## src/rtl/note_sequencer_pkg.sv

```systemverilog
// Shared types and default parameters for the note sequencer and its tick divider.
package note_sequencer_pkg;

  typedef enum logic [1:0] {
    ST_IDLE = 2'd0,
    ST_REC  = 2'd1,
    ST_PLAY = 2'd2
  } seq_state_t;

  localparam int DEF_ADDR_W   = 6;
  localparam int DEF_NOTE_W   = 8;
  localparam int DEF_TICK_DIV = 25000000;

endpackage

```

## src/rtl/note_sequencer_tick_gen.sv

```systemverilog
// Note-duration divider: while enabled, emits a registered one-cycle tick every
// TICK_DIV cycles, aligned to the last cycle of each note; clears when disabled.
module note_tick_gen
  import note_sequencer_pkg::*;
#(
  parameter int TICK_DIV = DEF_TICK_DIV
) (
  input  logic clock,
  input  logic reset,
  input  logic enable,
  output logic tick
);

  localparam int CW = $clog2(TICK_DIV);
  localparam logic [CW-1:0] CNT_LAST = CW'(TICK_DIV - 1);
  localparam logic [CW-1:0] CNT_PRE  = CW'(TICK_DIV - 2);

  logic [CW-1:0] cnt_reg;

  // The tick is registered one count early so it is high during the final
  // cycle of each note, letting the consumer advance on that cycle's edge.
  always_ff @(posedge clock or negedge reset) begin
    if (!reset) begin
      cnt_reg <= '0;
      tick    <= 1'b0;
    end else if (!enable) begin
      cnt_reg <= '0;
      tick    <= 1'b0;
    end else begin
      cnt_reg <= (cnt_reg == CNT_LAST) ? '0 : cnt_reg + 1'b1;
      tick    <= (cnt_reg == CNT_PRE);
    end
  end

endmodule

```

## src/rtl/note_sequencer.sv

```systemverilog
// Record/playback sequencer for a note RAM with IDLE/REC/PLAY states.
// Define NOTE_SEQ_LOOP_PLAYBACK_EN to make playback wrap instead of ending.
module note_sequencer
  import note_sequencer_pkg::*;
#(
  parameter int ADDR_W   = DEF_ADDR_W,
  parameter int NOTE_W   = DEF_NOTE_W,
  parameter int TICK_DIV = DEF_TICK_DIV
) (
  input  logic              clock,
  input  logic              reset,
  input  logic              start_p,
  input  logic              record_p,
  input  logic              execute_p,
  input  logic [NOTE_W-1:0] sw_tones,
  output logic              ram_we,
  output logic [ADDR_W-1:0] ram_waddr,
  output logic [NOTE_W-1:0] ram_wdata,
  output logic [ADDR_W-1:0] ram_raddr,
  output logic              play_valid,
  output logic [ADDR_W:0]   note_count,
  output logic              full,
  output logic [1:0]        state_o
);

  localparam logic [ADDR_W:0] DEPTH = {1'b1, {ADDR_W{1'b0}}};

  seq_state_t        state_reg, state_next;
  logic [ADDR_W:0]   count_reg, count_next;
  logic              we_reg, we_next;
  logic [ADDR_W-1:0] waddr_reg, waddr_next;
  logic [NOTE_W-1:0] wdata_reg, wdata_next;
  logic [ADDR_W-1:0] raddr_reg, raddr_next;
  logic              valid_reg, valid_next;
  logic              full_reg, full_next;
  logic              play_en;
  logic              tick;
  logic              last_note;

  assign play_en = (state_reg == ST_PLAY);

  note_tick_gen #(
    .TICK_DIV(TICK_DIV)
  ) u_tick (
    .clock (clock),
    .reset (reset),
    .enable(play_en),
    .tick  (tick)
  );

  assign last_note = ({1'b0, raddr_reg} == (count_reg - 1'b1));

  always_comb begin
    state_next = state_reg;
    count_next = count_reg;
    we_next    = 1'b0;
    waddr_next = waddr_reg;
    wdata_next = wdata_reg;
    raddr_next = raddr_reg;
    valid_next = valid_reg;

    if (start_p) begin
      state_next = ST_REC;
      count_next = '0;
      raddr_next = '0;
      valid_next = 1'b0;
    end else begin
      case (state_reg)
        ST_IDLE, ST_REC: begin
          // A pending execute always shadows a same-cycle record, even when
          // the execute itself is ignored for lack of notes.
          if (execute_p) begin
            if (count_reg != '0) begin
              state_next = ST_PLAY;
              raddr_next = '0;
              valid_next = 1'b1;
            end
          end else if (record_p && (state_reg == ST_REC) && !full_reg) begin
            we_next    = 1'b1;
            waddr_next = count_reg[ADDR_W-1:0];
            wdata_next = sw_tones;
            count_next = count_reg + 1'b1;
          end
        end
        ST_PLAY: begin
          if (tick) begin
            if (last_note) begin
`ifdef NOTE_SEQ_LOOP_PLAYBACK_EN
              raddr_next = '0;
`else
              state_next = ST_IDLE;
              raddr_next = '0;
              valid_next = 1'b0;
`endif
            end else begin
              raddr_next = raddr_reg + 1'b1;
            end
          end
        end
        default: begin
          state_next = ST_IDLE;
          raddr_next = '0;
          valid_next = 1'b0;
        end
      endcase
    end

    full_next = (count_next == DEPTH);
  end

  always_ff @(posedge clock or negedge reset) begin
    if (!reset) begin
      state_reg <= ST_IDLE;
      count_reg <= '0;
      we_reg    <= 1'b0;
      waddr_reg <= '0;
      wdata_reg <= '0;
      raddr_reg <= '0;
      valid_reg <= 1'b0;
      full_reg  <= 1'b0;
    end else begin
      state_reg <= state_next;
      count_reg <= count_next;
      we_reg    <= we_next;
      waddr_reg <= waddr_next;
      wdata_reg <= wdata_next;
      raddr_reg <= raddr_next;
      valid_reg <= valid_next;
      full_reg  <= full_next;
    end
  end

  assign ram_we     = we_reg;
  assign ram_waddr  = waddr_reg;
  assign ram_wdata  = wdata_reg;
  assign ram_raddr  = raddr_reg;
  assign play_valid = valid_reg;
  assign note_count = count_reg;
  assign full       = full_reg;
  assign state_o    = state_reg;

endmodule

```

## config.mk

```make
export PLATFORM = sky130hd
export DESIGN_NAME = note_sequencer
export DESIGN_NICKNAME = d
export VERILOG_FILES = /design/src/rtl/note_sequencer_pkg.sv /design/src/rtl/note_sequencer_tick_gen.sv /design/src/rtl/note_sequencer.sv
export SDC_FILE = /design/constraint.sdc
export NUM_CORES = 1
export LEC_CHECK = 0
export ABC_AREA = 0
export CAP_MARGIN = 0
export CORE_MARGIN = 1.5
export CORE_UTILIZATION = 42
export CTS_BUF_LIST = sky130_fd_sc_hd__clkbuf_4 sky130_fd_sc_hd__clkbuf_8
export CTS_CLUSTER_SIZE = 20
export DETAILED_ROUTE_END_ITERATION = 16
export PLACE_DENSITY = 0.73
export SLEW_MARGIN = 15
export SYNTH_ARGS = -nofsm -noshare
export SYNTH_HDL_FRONTEND = slang
export SYNTH_SLANG_ARGS = --single-unit
```

## constraint.sdc

```tcl
create_clock -name clock -period 2.1 [get_ports clock]
set_input_delay 0.42 -clock clock [delete_from_list [all_inputs] [get_ports clock]]
set_output_delay 0.42 -clock clock [all_outputs]
set_load 0.02 [all_outputs]
```

**After elaboration in Yosys (flattened, before gate mapping)**

Cells that the tools add are included.
W data, S select, Z words.

- Bits of input ports: 13
- Output and inout port bits: 32
- Word-level logic and storage cells: 64
- Register bits: 58

- Mux-type cells: 29
- Equality and inequality tests: 10
- $add $sub $neg: 4
- Reductions and logical operators: 9
- Bitwise operators: 2

Operator list:

| kind | count |
|---|---|
| $eq A25 B25 Y1 const B | 2 |
| $mux W25 | 2 |
| $mux W6 | 5 |
| $mux W7 | 4 |
| $add A25 B1 Y25 const B | 1 |
| $ne A3 B3 Y1 const B | 4 |
| $pmux W6 S2 | 1 |
| $mux W1 | 10 |
| $mux W2 | 5 |
| $reduce_and A4 Y1 | 2 |
| $add A7 B1 Y7 const B | 1 |
| $eq A6 B7 Y1 | 1 |
| $eq A7 B7 Y1 const B | 1 |
| $reduce_bool A7 Y1 | 1 |
| $sub A7 B1 Y7 const B | 1 |
| $add A6 B1 Y6 const B | 1 |
| $pmux W2 S2 | 1 |
| $reduce_and A3 Y1 | 1 |
| $eq A2 B1 Y1 const B | 1 |
| $eq A2 B2 Y1 const B | 1 |
| $logic_and A1 B1 Y1 | 2 |
| $logic_not A2 Y1 | 1 |
| $not A1 Y1 | 2 |
| $pmux W1 S2 | 1 |
| 2 further kinds | 2 |

**Logic depth before layout (Yosys ltp)**

- Depth in word-level cells: 8
- Mapped depth: 7
- Gate-level depth less buffers: 7

**Hierarchy**

A second synthesis with hierarchy kept.

- Cells, all modules: 314
- Area total of the unflattened synthesis: 3130.5 um^2

Modules (own cells, without submodules):

| module | times used | area each (um^2) | cells an instance | sequential area each (um^2) |
|---|---|---|---|---|
| note_sequencer | 1 | 1677.9 | 161 | 775.7 |
| note_tick_gen | 1 | 1452.6 | 153 | 650.6 |

**Least setup slack after synthesis**

OpenSTA, ideal clock, no wires.

- Path type: register to register
- From: reg count_reg[0], in the netlist note_count[0]
- To: reg raddr_reg[2], in the netlist ram_raddr[2]
- Clock period less this slack: 2074 ps
- Cell stages (with the launch flop): 8
- Setup time: 144 ps
- Data required time: 1956 ps
- Buffers on the path: 0
- Arrival: 1930 ps
- Slack: 26 ps
- Cell sequence: dfrtp_1 -> inv_1 -> ha_1 -> nor4b_2 -> and2_1 -> xnor2_1 -> o311ai_1 -> o221ai_1

- Longest elaborated chain between the ends: 6
- Elaborated cells on any way between the ends: 9
- Classes of those cells: add/sub (1); eq/ne (2); mux (4); reduce/logical (2)

RTL lines:

| what | line | text |
|---|---|---|
| from (decl) | note_sequencer.sv:29 | `logic [ADDR_W:0] count_reg, count_next;` |
| from (signal assigned) | note_sequencer.sv:123 | `count_reg <= count_next;` |
| $sub A7 B1 Y7 | note_sequencer.sv:51 | `assign last_note = ({1'b0, raddr_reg} == (count_reg - 1'b1));` |
| $eq A6 B7 Y1 | note_sequencer.sv:51 |  |
| $mux W6 | note_sequencer.sv:87 | `if (last_note) begin` |
| $mux W6 | note_sequencer.sv:86 | `if (tick) begin` |
| $pmux W6 S2 | note_sequencer.sv:68 | `case (state_reg)` |
| $mux W6 | note_sequencer.sv:62 | `if (start_p) begin` |
| to (signal assigned) | note_sequencer.sv:127 | `raddr_reg <= raddr_next;` |
| to (decl) | note_sequencer.sv:33 | `logic [ADDR_W-1:0] raddr_reg, raddr_next;` |

Parallel ways exist; a longest one is shown, timed or not. The select of a mux whose other input is x is not followed.
A chain may end at the register's enable or synchronous reset.

**Worst setup path after layout**

- From: reg count_reg[2], in the netlist note_count[2]
- To: out note_count[2]

RTL lines:

| what | line | text |
|---|---|---|
| to (decl) | note_sequencer.sv:21 | `output logic [ADDR_W:0] note_count,` |

No word-level cell between the ends.

==> results.cfg <==
[timing]
worst_pin_slew_ns = 0.401
period_needed_ns = 2.04
grt_setup_unrepaired = no
max-slew-margin-rel_pct = 73.1
finClkSkew_ns = 0.00795
slew_violations = 0
totalNegativeSetupSlack_ns = 0
final-setup-viol-count = 0
fmax_mhz = 491
period_share_pct = 97.0
hold_viol_final = 0
fin_ws_ns = 0.0635

[synthesis]
synth_nets = 308
synth_area_sq_mm = 0.00299
syn_area_per_cell_sq_um = 10.3
synth_commonest_cells = dfrtp_1, nor2_1, nand2_1
synth_top_cell_by_area = dfrtp_1
async_flop_share_pct = 100
postSynthCellCount = 290
synth-main-ff-cell = dfrtp_1
yosys.area.top_type_share_pct = 47.7
synth_seq_area_share_pct = 47.7
ys_ff_latch = 57
yosys-top-cells-area = dfrtp_1, xor2_1, mux2_2
yosysMostFrequentCell = dfrtp_1
synth_edf_count = 0
synth_cell_type_count = 48
synth_warnings = 0

[worst_setup_path]
rr_endpoint = u_tick.cnt_reg[15]
r2r_start = u_tick.cnt_reg[7]
cp-end-kind = primary output
crit_chain = buf_4 -> clkdlybuf4s50_1
critical_path_required_ns = 1.68
cpLargestDelayFamily = buffers and inverters
r2r_slack_ns = 0.18
crit_type = flip-flop to primary output
r2r_cells = 6
crit_fanout = 8
arrival_ns = 1.62
path_buf_inv = 2
start_kind = flip-flop
cpPeakStageDelay_ns = 0.61
slowest_stage = clkdlybuf4s50_1

[final_layout]
diodes = 0
nNetsFinal = 372
largest_reg_flops = 25
fin_cells = 455
syn2layout_area_growth_pct = 32.2
drive_gt1_share_pct = 20.6

[placement]
place_hpwl_um = 4400
dp.cells = 439
pre_cts_ws_ns = 0.0128
port_buffers = 44
gp_congestion = 0.809

[clocking]
cts.sinks = 57
cts_buffers = 9
postCtsSetupRepairBufs = 0
clk_latency_ns = 0.34
tritoncts = built
hold_buffers = 0
clk_transition_reported_paths_ns = 0.07
root_buffer = clkbuf_8
htreeDepth = 3
cts_max_path_buffers = 2

[routing]
drc_errors = 0
postRouteAntennaNets = 0
wirelength_um = 6230
first_iter_violations = 90
first_pass_iters = 4
wl_per_cell_um = 13.7
via_per_inst = 5.09
vias = 2317

[grt]
grt_pass1_vias = 2355
grt_max_degree = 58
antenna_found_initial = 0
grt_pass1_wl_um = 11200
grt-ovfl-total = 0
grt_util_all_layers_pct = 18.9

[floorplan]
rows = 30
dieArea_sq_mm = 0.00763
die_h_um = 87.3
die_w_um = 87.3
io_pins = 45
initial_utilization_pct = 43.7
core_area_sq_mm = 0.00683

[run]
maxCapViolations = 0

[power_and_ir_drop]
peakVddDrop_mv = 0.480
leakagePower_uw = 0.00160
powerDensity_mw_per_mm2 = 700
p_total_uw = 2760

[outcome]
status = finished clean

[hold_path]
hold_class = input port to asynchronous set/reset pin
## metrics by stage
step	hold WS, ns	cell area [sq um]	utilization [%]
6_report	0.0660	3950	57.8
5_1_grt	0.0942	3950	57.8
4_1_cts	0.0813	3890	57.0
3_5_place_dp	0.457	3660	53.6
3_3_place_gp	0.445	3660	53.6
2_1_floorplan	0.124	2990	-
## cell type report
cell class / count / area [sq um]
Inverter: 10 / 37.5
Clock buffer: 9 / 124
Multi-Input combinational cell: 212 / 1510
Fill cell: 612 / 2880
Tap cell: 96 / 120
Sequential cell: 57 / 1430
Clock inverter: 7 / 103
Timing Repair Buffer: 64 / 623
## layer usage
metal | global-route usage (%) | vias to the layer above | share of wire (%)
li1 | - | 1146 | -
met1 | 24.9 | 1121 | 48
met2 | 29.4 | 38 | 46
met3 | 6.16 | 12 | 4.1
met4 | 6.35 | 0 | 1.8
met5 | 0 | - | 0
## logic make-up (layout without fill, tap and decap cells)
kind of cell               after synthesis  in the layout  share of synthesized area, %
and+or+nand+nor                        131            131                          24.3
DFF                                     57             57                          47.7
xor gates and xnor gates                38             38                          11.1
AOI/OAI and AO/OA                       24             24                          5.95
buffers and inverters                   21             90                          3.48
muxes                                   14             14                          5.28
adders and majority gates                5              5                          2.09
## where the power goes
part	internal (uW)	switching [uW]
Clock	679	480
Combinational	216	204
Sequential	1150	33.6
## layout by cell type, fill, tap and decap left out, types with 3 or more instances in the layout
cell and count:
inv_1 10, a21oi_1 3, clkdlybuf4s50_1 43, and3_1 3, nand2_1 24, nand2b_1 4
xnor2_1 17, o31ai_1 3, xor2_1 20, nand3_1 10, mux2_2 14, nor3_1 5
clkbuf_8 9, and2_1 4, nor4_1 3, buf_4 17, nand4_1 12, o211ai_1 4
nor3_2 5, ha_1 4, nor2_1 40, dfrtp_1 55, buf_12 3
## timing repair
| item | in CTS | in global routing |
|---|---|---|
| hold endpoints to repair | 0 | 0 |
| resized for setup | 1 | 10 |
| pin swaps | 0 | 1 |
| setup endpoints to repair | 1 | 9 |
## worst max path at each step
stage	from	depth (start not counted)	slack [ns]	endpoint
after floorplan	note_count[0]	7	0.03	ram_raddr[2]
after global placement	execute_p	6	0.05	ram_wdata[7]
after detailed placement	execute_p	6	0.01	ram_wdata[1]
after CTS	note_count[3]	1	0.01	note_count[3]
after global routing	note_count[2]	2	0.01	note_count[2]
final	note_count[2]	2	0.06	note_count[2]
Note: power is estimated with default switching activity, not from simulation.
